<file path="config.mk">
export PLATFORM = sky130hd
export DESIGN_NAME = alu_share_arbiter
export DESIGN_NICKNAME = d
export VERILOG_FILES = /design/src/rtl/alu_share_arbiter.sv
export SDC_FILE = /design/constraint.sdc
export NUM_CORES = 1
export LEC_CHECK = 0
export ABC_AREA = 1
export CORE_MARGIN = 8
export CORE_UTILIZATION = 38
export CTS_CLUSTER_DIAMETER = 30
export DETAILED_ROUTE_END_ITERATION = 8
export GPL_TIMING_DRIVEN = 0
export PLACE_DENSITY = 0.81
export SLEW_MARGIN = 20
export SYNTH_ARGS = -nofsm -noshare
export SYNTH_HDL_FRONTEND = slang
export SYNTH_SLANG_ARGS = --single-unit
export TNS_END_PERCENT = 1
</file>
<file path="constraint.sdc">
create_clock -name i_clk -period 1.6 [get_ports i_clk]
set_input_delay 0.24 -clock i_clk [delete_from_list [all_inputs] [get_ports i_clk]]
set_output_delay 0.24 -clock i_clk [all_outputs]
set_load 0.01 [all_outputs]
</file>
<file path="src/rtl/alu_share_arbiter.sv">
// Round-robin arbiter that shares one combinational ALU between the EX stage (port 0)
// and the branch/address helper (port 1), returning results on a single response channel.
module alu_share_arbiter #(
  parameter int DATA_WIDTH = 32,
  parameter int TAG_WIDTH  = 4
) (
  input  logic                  i_clk,
  input  logic                  i_reset_n,
  input  logic                  i_req_valid0,
  input  logic                  i_req_valid1,
  output logic                  o_req_ready0,
  output logic                  o_req_ready1,
  input  logic [DATA_WIDTH-1:0] i_req_a0,
  input  logic [DATA_WIDTH-1:0] i_req_b0,
  input  logic [DATA_WIDTH-1:0] i_req_a1,
  input  logic [DATA_WIDTH-1:0] i_req_b1,
  input  logic [3:0]            i_req_ctl0,
  input  logic [3:0]            i_req_ctl1,
  input  logic [TAG_WIDTH-1:0]  i_req_tag0,
  input  logic [TAG_WIDTH-1:0]  i_req_tag1,
  output logic [DATA_WIDTH-1:0] o_alu_a,
  output logic [DATA_WIDTH-1:0] o_alu_b,
  output logic [3:0]            o_alu_control,
  input  logic [DATA_WIDTH-1:0] i_alu_result,
  output logic                  o_resp_valid,
  input  logic                  i_resp_ready,
  output logic                  o_resp_id,
  output logic [TAG_WIDTH-1:0]  o_resp_tag,
  output logic [DATA_WIDTH-1:0] o_resp_result,
  output logic                  o_resp_zero,
  output logic                  o_resp_err
);

  // state | meaning
  // IDLE  | waiting for a request; grant and accept happen here
  // EXEC  | ALU inputs driven from latched operands; result captured at the edge
  // RESP  | response presented until the consumer takes it
  typedef enum logic [1:0] {
    ST_IDLE = 2'd0,
    ST_EXEC = 2'd1,
    ST_RESP = 2'd2
  } state_t;

  state_t r_state;
  state_t w_state_nxt;

  logic                  r_last_grant;
  logic [DATA_WIDTH-1:0] r_alu_a;
  logic [DATA_WIDTH-1:0] r_alu_b;
  logic [3:0]            r_alu_ctl;
  logic                  r_resp_id;
  logic [TAG_WIDTH-1:0]  r_resp_tag;
  logic [DATA_WIDTH-1:0] r_resp_result;
  logic                  r_resp_zero;
  logic                  r_resp_err;

  logic                  w_gnt0;
  logic                  w_gnt1;
  logic                  w_accept;
  logic                  w_legal;
  logic [DATA_WIDTH-1:0] w_sel_a;
  logic [DATA_WIDTH-1:0] w_sel_b;
  logic [3:0]            w_sel_ctl;
  logic [TAG_WIDTH-1:0]  w_sel_tag;

  function automatic logic is_legal(input logic [3:0] ctl);
    case (ctl)
      4'b0000, 4'b0110, 4'b0001, 4'b0010, 4'b1100: is_legal = 1'b1;
      default:                                     is_legal = 1'b0;
    endcase
  endfunction

  assign w_sel_a   = w_gnt1 ? i_req_a1   : i_req_a0;
  assign w_sel_b   = w_gnt1 ? i_req_b1   : i_req_b0;
  assign w_sel_ctl = w_gnt1 ? i_req_ctl1 : i_req_ctl0;
  assign w_sel_tag = w_gnt1 ? i_req_tag1 : i_req_tag0;
  assign w_legal   = is_legal(w_sel_ctl);
  assign w_accept  = w_gnt0 | w_gnt1;

  always_ff @(posedge i_clk) begin
    if (!i_reset_n) begin
      r_state <= ST_IDLE;
    end else begin
      r_state <= w_state_nxt;
    end
  end

  // Grants are only issued in IDLE and never while reset is held.
  always_comb begin
    w_state_nxt = r_state;
    w_gnt0      = 1'b0;
    w_gnt1      = 1'b0;
    case (r_state)
      ST_IDLE: begin
        if (i_reset_n) begin
          w_gnt0 = i_req_valid0 & (~i_req_valid1 | r_last_grant);
          w_gnt1 = i_req_valid1 & (~i_req_valid0 | ~r_last_grant);
        end
        if (w_gnt0 | w_gnt1) begin
          w_state_nxt = is_legal(w_gnt1 ? i_req_ctl1 : i_req_ctl0) ? ST_EXEC : ST_RESP;
        end
      end
      ST_EXEC: w_state_nxt = ST_RESP;
      ST_RESP: begin
        if (i_resp_ready) begin
          w_state_nxt = ST_IDLE;
        end
      end
      default: w_state_nxt = ST_IDLE;
    endcase
  end

  always_ff @(posedge i_clk) begin
    if (!i_reset_n) begin
      r_last_grant  <= 1'b1;
      r_alu_a       <= '0;
      r_alu_b       <= '0;
      r_alu_ctl     <= 4'b0000;
      r_resp_id     <= 1'b0;
      r_resp_tag    <= '0;
      r_resp_result <= '0;
      r_resp_zero   <= 1'b0;
      r_resp_err    <= 1'b0;
    end else begin
      if (w_accept) begin
        r_last_grant <= w_gnt1;
        r_resp_id    <= w_gnt1;
        r_resp_tag   <= w_sel_tag;
        if (w_legal) begin
          r_alu_a   <= w_sel_a;
          r_alu_b   <= w_sel_b;
          r_alu_ctl <= w_sel_ctl;
        end else begin
          // Rejected op skips the ALU entirely; its response is fixed.
          r_resp_err    <= 1'b1;
          r_resp_result <= '0;
          r_resp_zero   <= 1'b1;
        end
      end
      if (r_state == ST_EXEC) begin
        r_resp_result <= i_alu_result;
        r_resp_zero   <= (i_alu_result == '0);
        r_resp_err    <= 1'b0;
      end
    end
  end

  assign o_req_ready0  = w_gnt0;
  assign o_req_ready1  = w_gnt1;
  assign o_alu_a       = r_alu_a;
  assign o_alu_b       = r_alu_b;
  assign o_alu_control = r_alu_ctl;
  assign o_resp_valid  = (r_state == ST_RESP);
  assign o_resp_id     = r_resp_id;
  assign o_resp_tag    = r_resp_tag;
  assign o_resp_result = r_resp_result;
  assign o_resp_zero   = r_resp_zero;
  assign o_resp_err    = r_resp_err;

endmodule

</file>
# == Word-level counts from Yosys, hierarchy flattened ==
# Cells that the tools add are included.
# word_totals
ff_bits,110
inputBits,181
out_inout_bits,110
# classes
n_eq_ne,13
muxes,25
n_bitwise,11
reduce_logical,12
# op_table
cell,n
32-bit 2-to-1 mux,5
32-bit logical NOT,1
1-bit 2-to-1 mux,13
4-bit 2-to-1 mux,3
5-bit OR reduction,2
"4-bit by 1-bit equality test with 1-bit output, second input constant",2
"4-bit by 2-bit equality test with 1-bit output, second input constant",2
"4-bit by 3-bit equality test with 1-bit output, second input constant",2
"4-bit equality test, second input constant",2
4-bit logical NOT,2
2-bit AND reduction,4
2-bit 2-to-1 mux,3
2-bit case mux with 3 select lines,1
1-bit inverter,5
"2-bit by 1-bit != test with 1-bit output, second input constant",2
1-bit OR,4
1-bit AND,2
"2-bit by 1-bit equality test with 1-bit output, second input constant",1
"2-bit equality test, second input constant",1
2-bit logical NOT,1
"2-bit != test, second input constant",1
2-bit nonzero test,1
2-bit OR reduction,1

# == Logic depth before layout (Yosys ltp) ==
# logic_depth
word_depth,14
mapped_depth,11
ltp_nobuf,10

# == Worst setup path after synthesis ==
# Ideal clock, no wire load.
# synth_timing
path_type,reg2reg
start,register r_last_grant
end,register r_alu_b[17] (netlist: o_alu_b[17])
setup_time_ps,113
arrival_time_ps,1326
slack_ps,160
stages_incl_launch_ff,11
path_buffers,2
synth_period_minus_slack_ps,1440
path_cell_list,dfxtp_1 -> nand2_1 -> nand2_1 -> a21oi_1 -> nand2_1 -> nand2_1 -> nand2_2 -> buf_6 -> buf_2 -> o21ai_1 -> nor2_1
# synth_between
elab_chain_cells,11
word_cells_on_any_way,22
classes_between,4 x eq/ne; 9 x mux; 6 x bitwise; 3 x reduce/logical
# synth_rtl
item,line,source
start: declaration,47,logic r_last_grant;
start signal: assignment,126,r_last_grant <= w_gnt1;
1-bit inverter,97,w_gnt1 = i_req_valid1 & (~i_req_valid0 | ~r_last_grant);
1-bit OR,97,
1-bit AND,97,
1-bit 2-to-1 mux,95,if (i_reset_n) begin
1-bit 2-to-1 mux (2 in a row),93,case (r_state)
4-bit 2-to-1 mux,75,assign w_sel_ctl = w_gnt1 ? i_req_ctl1 : i_req_ctl0;
4-bit by 3-bit equality test with 1-bit output (tied with other cells),67,case (ctl)
5-bit OR reduction,67,
1-bit 2-to-1 mux,67,
2-bit AND reduction (no source line),-,
end signal: assignment,131,r_alu_b <= w_sel_b;
end: declaration,49,logic [DATA_WIDTH-1:0] r_alu_b;
# Parallel ways exist; a longest one is shown, timed or not. The select of a mux whose other input is x is not followed.
# A chain may end at the register's enable or synchronous reset.

# == Worst setup path in the final report ==
# layout_timing
start,register r_alu_b[14] (netlist: o_alu_b[14])
end,output port o_alu_b[14]
# layout_lines
item,line,source
end: declaration,22,"output logic [DATA_WIDTH-1:0] o_alu_b,"
# No word-level cell between the ends.

==> reports/metrics.yaml <==
drc: 0
cp_max_fo: 2
crit_buf_inv: 1
yosysTopAreaCellShare: 0.4415
r2r_cells: 9
power_density_nw_per_um2: 887.8
ios: 291
dp_hpwl_um: 15540
nFillCells: 1124
startpoint_type: "flop"
critical_path.max_stage_delay_ns: 0.58
status: "finished clean"
crit_type: "reg -> out"
placed_area_um2: 8110
clock_sinks: 110
grt_use_met3: 0.08807
total_power_w: 0.007864
root_buffer: "clkbuf_16"
synth_top_area_cell: "dfxtp_1"
ir_drop_mv: 0.7563
fp.dieH_um: 130.6
routedWlPerCell_um: 16.31
wl_um: 20390
fin_crit_sh: 0.9802
syn_nets: 942
path_cells: "clkdlybuf4s50_1"
ys_top_cells_by_area: "dfxtp_1 44%, nand2_1 22%, nor2_1 10%"
final_antenna_net_count: 0
diodes: 0
core-area_um2: 13030
rsz0062_at_grt: "true"
areaGrowthSynthToFinish_pct: 77.60
grt_pass1_vias: 5729
clk_pin_slew_ns: 0.07
vias_per_cell: 4.762
hold_path.class: "in -> reg"
clk_latency_ns: 0.35
avgSynthCellArea_um2: 6.554
drv_cap: 0
drt-initial-drc-count: 356
ys_ff_latch: 110
r2r-end: "o_alu_a[7]$_SDFFE_PN0P_"
ys_warn_count: 0
critPathCapture: "o_alu_b[14]"
p_leak_nw: 3.670
critPathSlowestCell: "clkdlybuf4s50_1"
dp.cells: 1227
dieArea_um2: 17050
vias: 5952
antenna_found_initial: 0
ys_types: 23
grt_busiest_layer: "met2"
nets: 1250
fin_hold_ws_ns: 0.3551
stdcell_area_um2: 8857
tns_ns: 0
critPathRequiredTime_ns: 1.36
grt_util_met2: 0.3931
r2r-start: "r_state[1]$_SDFFE_PN0P_"
numCtsBuffers: 9
ys_seq_area_frac: 0.4415
crit_family: "buffers and inverters"
worst-path-stages: 1
gp_congestion: 0.8675
final_hold_viol_count: 0
async_reset_ff_frac: 0
fin_skew_ns: 0.005871
grt_pass1_wl_um: 29920
arrival_ns: 1.33
met1_usage: 0.2510
drive_above_1_share: 0.1061
rrSetupSlack_ns: 0.06
tightest_slew_ns: 0.6782
row_count: 42
firstDrtPassIters: 4
synthCells: 761
relSlewSlack: 0.5479
cp-startpoint: "o_alu_b[14]$_SDFFE_PN0P_"
portBuffers: 290
synth-edff-count: 0
cts_tree: "yes"
finalCriticalPeriod_ns: 1.568
worst_setup_path_end_kind: "output pin"
clk_path_buf_depth: 2
track_usage: 0.2274
synthFlopType: "dfxtp_1"
yosysMostFrequentCell: "nand2_1"
instances_no_fill: 1250
htreeDepth: 3
setup_violations: 0
synthTopCellsByCount: "295 x nand2_1, 139 x nor2_1, 110 x dfxtp_1"
netlist_area_um2: 4987
dieWidth_um: 130.6
grt_max_degree: 17
grt-ovfl-total: 0
floorplan.initialDensity: 0.3827
max_freq_mhz: 637.7
maxSlewViolCount: 0
-- where the power goes --
group | switching (W) | internal (W) | leakage [nW]
clock network | 0.00101 | 0.00162 | 0.170
registers | 0.000110 | 0.00294 | 0.897
logic | 0.00102 | 0.00116 | 2.60
-- cell type report --
type                    count  area (um^2)  area share
plain buffers              46        395.4     0.04464
clock buffers              13        260.3     0.02938
clock inverters             3        90.09     0.01017
inverters                  19        83.83    0.009465
multi-input cells         585         2604      0.2940
flip-flops and latches    110         2208      0.2493
well taps                 176        220.2     0.02486
repair buffers            298         2995      0.3382
-- how the worst min path moves through the flow --
| stage | end | depth (start not counted) | slack [ns] | start |
|---|---|---|---|---|
| 6_report | o_alu_control[1]$_SDFFE_PN0P_ | 5 | 0.36 | i_req_ctl0[1] |
| 3_5_place_dp | o_resp_zero$_SDFFE_PN0P_ | 2 | 0.44 | o_resp_zero$_SDFFE_PN0P_ |
| 3_3_place_gp | o_resp_zero$_SDFFE_PN0P_ | 2 | 0.43 | o_resp_zero$_SDFFE_PN0P_ |
| 2_1_floorplan | o_resp_result[0]$_SDFFE_PN0P_ | 2 | 0.39 | i_alu_result[0] |
| 4_1_cts | o_resp_tag[2]$_SDFFE_PN0P_ | 3 | 0.44 | i_req_tag0[2] |
| 5_1_grt | o_alu_control[1]$_SDFFE_PN0P_ | 5 | 0.40 | i_req_ctl0[1] |
-- routing by layer --
| layer | share of wire | wire length, um |
|---|---|---|
| met1 | 0.39 | 8005 |
| met5 | 0 | 0 |
| met2 | 0.49 | 10020 |
| met4 | 0.018 | 376 |
| met3 | 0.097 | 1982 |
-- through the flow --
stage          worst slack [ns]    util
2_1_floorplan            0.1605       -
3_3_place_gp             -1.032  0.6223
3_5_place_dp             -1.056  0.6223
4_1_cts                 -0.1410  0.6566
5_1_grt                -0.05297  0.6796
6_report                0.03175  0.6796
-- flip-flops by register name, indices dropped and copies added, names as in the netlist --
register and count:
o_alu_a 32, o_alu_b 32, o_alu_control 4, o_resp_err 1
o_resp_id 1, o_resp_result 32, o_resp_tag 4, o_resp_zero 1
r_last_grant 1, r_state 2
-- cell usage in the layout (no fill, tap or decap), types with 4 or more instances in the layout --
cell / n
o21ai_1: 25
a31oi_1: 4
nor3_1: 4
buf_12: 4
o21ai_2: 29
buf_4: 15
clkbuf_1: 12
dfxtp_1: 107
clkdlybuf4s50_1: 282
nand3_1: 6
inv_1: 14
nand4_1: 7
a21oi_1: 39
clkbuf_4: 8
buf_6: 8
clkbuf_16: 11
nor2_1: 137
o21ai_0: 21
nand2_1: 292
-- what timing repair did --
action                                  CTS  global route
buffers inserted                          3             3
hold buffers                              0             0
gates cloned                              0             2
resized for setup                        35            88
pin swaps                                 1             8
endpoints found under the setup margin   90           110
-- kinds of logic (layout without fill, tap and decap cells) --
kind of cell | after synthesis | in the layout | synth area share
AND/OR/NAND/NOR | 462 | 462 | 0.3618
AO/OA/AOI/OAI | 123 | 123 | 0.1249
flip-flops | 110 | 110 | 0.4415
buffers and inverters | 66 | 379 | 0.07175
Power figures use the tool's default switching activity.
